[src/rtl/requant_pkg.sv]
// Shared sizes, int8 limits and FSM encoding for the requantizing serializer.
// Imported by the top and the per-lane arithmetic pipeline.
package requant_pkg;
  localparam int LANES    = 4;
  localparam int ACC_W    = 24;
  localparam int MULT_W   = 16;
  localparam int SHIFT_W  = 5;
  localparam int PROD_W   = ACC_W + MULT_W + 1;
  localparam int INT8_MAX = 127;
  localparam int INT8_MIN = -128;

  typedef enum logic {
    IDLE   = 1'b0,
    SERIAL = 1'b1
  } state_t;
endpackage

[src/rtl/requant_lane.sv]
// Two-stage requant pipeline: signed multiply, then round-half-up shift, ReLU, int8 saturate.
// Config and sideband travel with each operand, so in-flight lanes ignore later config changes.
module requant_lane #(
  parameter int ACC_W   = 24,
  parameter int MULT_W  = 16,
  parameter int SHIFT_W = 5
) (
  input  logic               clk,
  input  logic               rst_n,
  input  logic               clear,
  input  logic               in_valid,
  input  logic               in_last,
  input  logic [ACC_W-1:0]   in_acc,
  input  logic [MULT_W-1:0]  mult,
  input  logic [SHIFT_W-1:0] shift,
  input  logic               relu,
  output logic               out_valid,
  output logic [ACC_W-1:0]   out_data,
  output logic               out_last
);
  import requant_pkg::*;

  localparam int PW = ACC_W + MULT_W + 1;
  localparam logic signed [PW-1:0] SAT_MAX = PW'(INT8_MAX);
  localparam logic signed [PW-1:0] SAT_MIN = PW'(INT8_MIN);

  logic                   s1_valid, s1_last, s1_relu;
  logic signed [PW-1:0]   s1_prod;
  logic [SHIFT_W-1:0]     s1_shift;
  logic signed [PW-1:0]   prod_c, rnd, r;
  logic signed [7:0]      sat8;

  // Multiplier is unsigned, so a zero MSB makes it a non-negative signed operand.
  assign prod_c = PW'($signed(in_acc)) * PW'($signed({1'b0, mult}));

  always_ff @(posedge clk or negedge rst_n) begin
    if (!rst_n) begin
      s1_valid <= 1'b0;
      s1_last  <= 1'b0;
      s1_relu  <= 1'b0;
      s1_prod  <= '0;
      s1_shift <= '0;
    end else begin
      s1_valid <= in_valid && !clear;
      s1_last  <= in_last && !clear;
      if (in_valid) begin
        s1_prod  <= prod_c;
        s1_shift <= shift;
        s1_relu  <= relu;
      end
    end
  end

  always_comb begin
    rnd = '0;
    if (s1_shift != '0) rnd = PW'(1) << (s1_shift - SHIFT_W'(1));
    r = (s1_prod + rnd) >>> s1_shift;
    if (s1_relu && r < 0) r = '0;
    if (r > SAT_MAX)      sat8 = 8'sd127;
    else if (r < SAT_MIN) sat8 = -8'sd128;
    else                  sat8 = r[7:0];
  end

  always_ff @(posedge clk or negedge rst_n) begin
    if (!rst_n) begin
      out_valid <= 1'b0;
      out_last  <= 1'b0;
      out_data  <= '0;
    end else begin
      out_valid <= s1_valid && !clear;
      out_last  <= s1_last && s1_valid && !clear;
      if (s1_valid) out_data <= {{(ACC_W-8){sat8[7]}}, sat8};
    end
  end
endmodule

[src/rtl/requant_serializer.sv]
// Latches a group of accumulators with its scale config and issues one lane per cycle into the lane pipeline.
// Bytes appear two edges after issue; output is never stalled, acc_ready depends on state only.
module requant_serializer #(
  parameter int LANES   = 4,
  parameter int ACC_W   = 24,
  parameter int MULT_W  = 16,
  parameter int SHIFT_W = 5
) (
  input  logic                   clk,
  input  logic                   rst_n,
  input  logic                   clear,
  input  logic                   acc_valid,
  output logic                   acc_ready,
  input  logic [LANES*ACC_W-1:0] acc_data,
  input  logic [MULT_W-1:0]      scale_mult,
  input  logic [SHIFT_W-1:0]     scale_shift,
  input  logic                   relu_en,
  output logic                   out_valid,
  output logic [ACC_W-1:0]       out_data,
  output logic                   out_last
);
  import requant_pkg::*;

  localparam int LANE_W = (LANES > 1) ? $clog2(LANES) : 1;

  state_t                 state, state_nxt;
  logic [LANE_W-1:0]      lane, lane_nxt;
  logic [LANES*ACC_W-1:0] acc_buf;
  logic [MULT_W-1:0]      mult_buf;
  logic [SHIFT_W-1:0]     shift_buf;
  logic                   relu_buf;
  logic                   last_lane, accept, issue;

  assign last_lane = (lane == LANE_W'(LANES - 1));
  assign acc_ready = (state == IDLE) || (state == SERIAL && last_lane);
  assign accept    = acc_valid && acc_ready && !clear;
  assign issue     = (state == SERIAL);

  always_ff @(posedge clk or negedge rst_n) begin
    if (!rst_n) begin
      state <= IDLE;
      lane  <= '0;
    end else begin
      state <= state_nxt;
      lane  <= lane_nxt;
    end
  end

  always_comb begin
    state_nxt = state;
    lane_nxt  = lane;
    if (clear) begin
      state_nxt = IDLE;
      lane_nxt  = '0;
    end else if (accept) begin
      state_nxt = SERIAL;
      lane_nxt  = '0;
    end else if (state == SERIAL) begin
      if (last_lane) begin
        state_nxt = IDLE;
        lane_nxt  = '0;
      end else begin
        lane_nxt = lane + LANE_W'(1);
      end
    end
  end

  always_ff @(posedge clk or negedge rst_n) begin
    if (!rst_n) begin
      acc_buf   <= '0;
      mult_buf  <= '0;
      shift_buf <= '0;
      relu_buf  <= 1'b0;
    end else if (accept) begin
      acc_buf   <= acc_data;
      mult_buf  <= scale_mult;
      shift_buf <= scale_shift;
      relu_buf  <= relu_en;
    end
  end

  requant_lane #(
    .ACC_W  (ACC_W),
    .MULT_W (MULT_W),
    .SHIFT_W(SHIFT_W)
  ) u_lane (
    .clk      (clk),
    .rst_n    (rst_n),
    .clear    (clear),
    .in_valid (issue),
    .in_last  (issue && last_lane),
    .in_acc   (acc_buf[lane*ACC_W +: ACC_W]),
    .mult     (mult_buf),
    .shift    (shift_buf),
    .relu     (relu_buf),
    .out_valid(out_valid),
    .out_data (out_data),
    .out_last (out_last)
  );
endmodule

[config.mk]
export PLATFORM = sky130hd
export DESIGN_NAME = requant_serializer
export DESIGN_NICKNAME = d
export VERILOG_FILES = /design/src/rtl/requant_pkg.sv /design/src/rtl/requant_lane.sv /design/src/rtl/requant_serializer.sv
export SDC_FILE = /design/constraint.sdc
export NUM_CORES = 2
export LEC_CHECK = 0
export ABC_AREA = 1
export CAP_MARGIN = 30
export CORE_MARGIN = 4
export CORE_UTILIZATION = 57
export CTS_CLUSTER_SIZE = 20
export DETAILED_ROUTE_END_ITERATION = 10
export MAX_ROUTING_LAYER = met4
export PLACE_DENSITY = 0.9
export RECOVER_POWER = 50
export SYNTH_ARGS = -nofsm -noshare
export SYNTH_HDL_FRONTEND = slang
export SYNTH_SLANG_ARGS = --single-unit
[constraint.sdc]
create_clock -name clk -period 6.5 [get_ports clk]
set_input_delay 1.3 -clock clk [delete_from_list [all_inputs] [get_ports clk]]
set_output_delay 1.3 -clock clk [all_outputs]
set_load 0.05 [all_outputs]
==> out/qor.yml <==
sta:
  fin_setup_tns_ps: -7170
  final_hold_viol_count: 0
  rsz0062_at_grt: "yes"
  tightest_slew_ps: 5050
  finalSetupViolCount: 18
  fin_crit_sh: 1.12
  drv_slew: 325
  max_freq_mhz: 138
  period_needed_ps: 7260
  fin_skew_ps: 26.8
  slew_headroom: -2.37
  finalWorstSetupSlack_ps: -760
detailed_routing:
  drc: 0
  ant_nets: 0
  viasPerCell: 5.82
  wl_per_cell_um: 21.4
  dr.pass1.iters: 6
  wirelength_um: 98800
  dr_total_vias: 26878
  drtIter0Drc: 3057
yosys:
  netlist.area_leader.share: 0.279
  synthTopCellsByArea: "fa_1 (28%), dfrtp_1 (17%), nand2_1 (13%)"
  syn_avg_cell_area_um2: 7.47
  synth.most_common_cell: "nand2_1"
  netlist_area_um2: 27200
  yosysWarnings: 0
  synth_edf_count: 0
  ys_types: 54
  synth_top_cell_by_area: "fa_1"
  ys_seq_area_frac: 0.166
  synth_top_flop_cell: "dfrtp_1"
  syn_nets: 4271
  synth-seq-cells: 180
  async_reset_ff_frac: 1.00
  ys_top_cells_by_count: "nand2_1 (942), inv_1 (628), nand3_1 (393), fa_1 (378), nor2_1 (341)"
  syn_inst: 3637
grt:
  grt_use_total: 0.363
  grt_max_degree: 94
  grt_pass1_vias: 26734
  grt_overflow: 0
  grt_pass1_wl_um: 141000
  antenna_found_initial: 1
floorplan:
  fp.coreArea_um2: 46900
  rows: 79
  dieArea_um2: 51200
  ioPinCount: 149
  die_w_um: 226
  initial_core_util: 0.580
  dieHeight_um: 226
cells_and_area:
  stdcell_count: 4621
  drive_gt1_frac: 0.204
  nNetsFinal: 4634
  syn2layout_area_growth_pct: 22.9
  n_fill_cell: 3299
  fin_util: 0.712
  stdcell_area_um2: 33400
clock_network:
  cts-root-buf: "clkbuf_16"
  postCtsHoldBufs: 0
  htreeDepth: 4
  clk-insertion-delay-late_ps: 510
  path_clk_slew_ps: 90
  numCtsBuffers: 17
  cts_tree: "done"
  clock-sinks: 180
  clk_path_buf_depth: 2
worst_setup_path:
  slowest_delay_ps: 600
  path_buf_inv: 8
  critPathKind: "reg2reg"
  worstPathRequired_ps: 6890
  endpoint_kind: "register"
  cp_top_family: "adder cells"
  cp_slowest_cell: "fa_1"
  cp.arrival_ps: 7650
  cp-start-kind: "register"
  cp_max_fo: 7
outcome:
  status: "finished with violations"
  violations: "capacitance limit, slew limit, setup timing"
placement:
  dp.cells: 4517
  gp_congestion: 1.03
  port-buffer-count: 148
  dp_hpwl_um: 71200
  place_area_um2: 31000
worst_hold_path:
  min_path_type: "reg2reg"
flow_run:
  maxCapViolCount: 6
worst reg2reg max path: cells and delay by family (launching register included):
family	cells	cell delay (ps)
flip-flops	1	500
AND/OR/NAND/NOR	10	1080
AO/OA/AOI/OAI	8	1230
buffers and inverters	8	810
adder cells (fa/ha/maj)	7	3530
cell usage in the layout, fill, tap and decap left out, types with 12 or more instances in the layout:
cell type and instances:
nor2_2 22, buf_4 277, mux2_2 102, fa_2 21
a21oi_1 67, dfrtp_1 178, nand3_1 363, nor2_1 330
ha_4 23, xnor2_1 23, o21ai_2 12, a21oi_2 15
ha_1 108, inv_1 595, nand3_2 48, xor2_1 18
nand4_1 12, o21ai_1 16, nand2_2 88, buf_6 36
nand2_4 21, fa_1 357, clkdlybuf4s50_1 146, inv_2 40
clkbuf_16 18, o21ai_0 53, nand2_1 875
what timing repair did:
| item | CTS | global route |
|---|---|---|
| pin swaps | 34 | 107 |
| buffers inserted | 22 | 42 |
| resized for setup | 116 | 235 |
| endpoints found under the setup margin | 18 | 21 |
| gates cloned | 5 | 2 |
sequential cells by signal, indices dropped and copies added, names as in the netlist, 2 cells and up:
register and flops:
lane 2, mult_buf 16, u_lane.s1_shift 5, u_lane.s1_prod 41
u_lane.out_data 8, acc_buf 96, shift_buf 5
routing by layer:
metal / track usage / wire (um)
met5: - / 0
met3: 0.0576 / 9000
met2: 0.598 / 46500
met4: 0.172 / 7600
met1: 0.441 / 35600
layout make-up:
class | count | area (um2) | share of cell area
Timing Repair Buffer | 482 | 4290 | 0.128
Clock buffer | 17 | 425 | 0.0127
Multi-Input combinational cell | 2651 | 20600 | 0.617
Sequential cell | 180 | 4510 | 0.135
Tap cell | 607 | 759 | 0.0228
Clock inverter | 15 | 201 | 0.00604
Inverter | 666 | 2580 | 0.0774
Timing Repair inverter | 2 | 12.5 | 0.000375
Antenna cell | 1 | 2.50 | 0.0000750
path summary, 6_finish.rpt:
kind | startpoint | to | slack [ps] | cells after the start
max in group asynchronous | rst_n | lane[0] | 690 | 1
worst min-delay path | u_lane.out_data[2] | u_lane.out_data[2] | 490 | 2
worst min register to register | u_lane.out_data[2] | u_lane.out_data[2] | 490 | 2
min in group asynchronous | rst_n | acc_buf[95] | 2590 | 1
worst max-delay path | lane[0] | u_lane.s1_prod[39] | -760 | 33
worst max register to register | lane[0] | u_lane.s1_prod[39] | -760 | 33
kinds of logic after synthesis:
logic type               Yosys count  synth area share
AND/OR/NAND/NOR                 1796             0.283
buffers and inverters            806             0.115
adder cells (fa/ha/maj)          512             0.340
AO/OA/AOI/OAI                    196            0.0393
flip-flops                       180             0.166
multiplexers                     103            0.0426
XOR/XNOR                          43            0.0139
other                              1          0.000138
stage by stage:
step | worst slack, ps | hold WS [ps]
finish | -760 | 487
global placement | -479 | 461
floorplan | 11.9 | 448
CTS | -246 | 487
detailed placement | -509 | 465
global route | -974 | 512
Power is not shown: default switching activity piles up to over one toggle a cycle in this logic, so the estimate is an artifact.
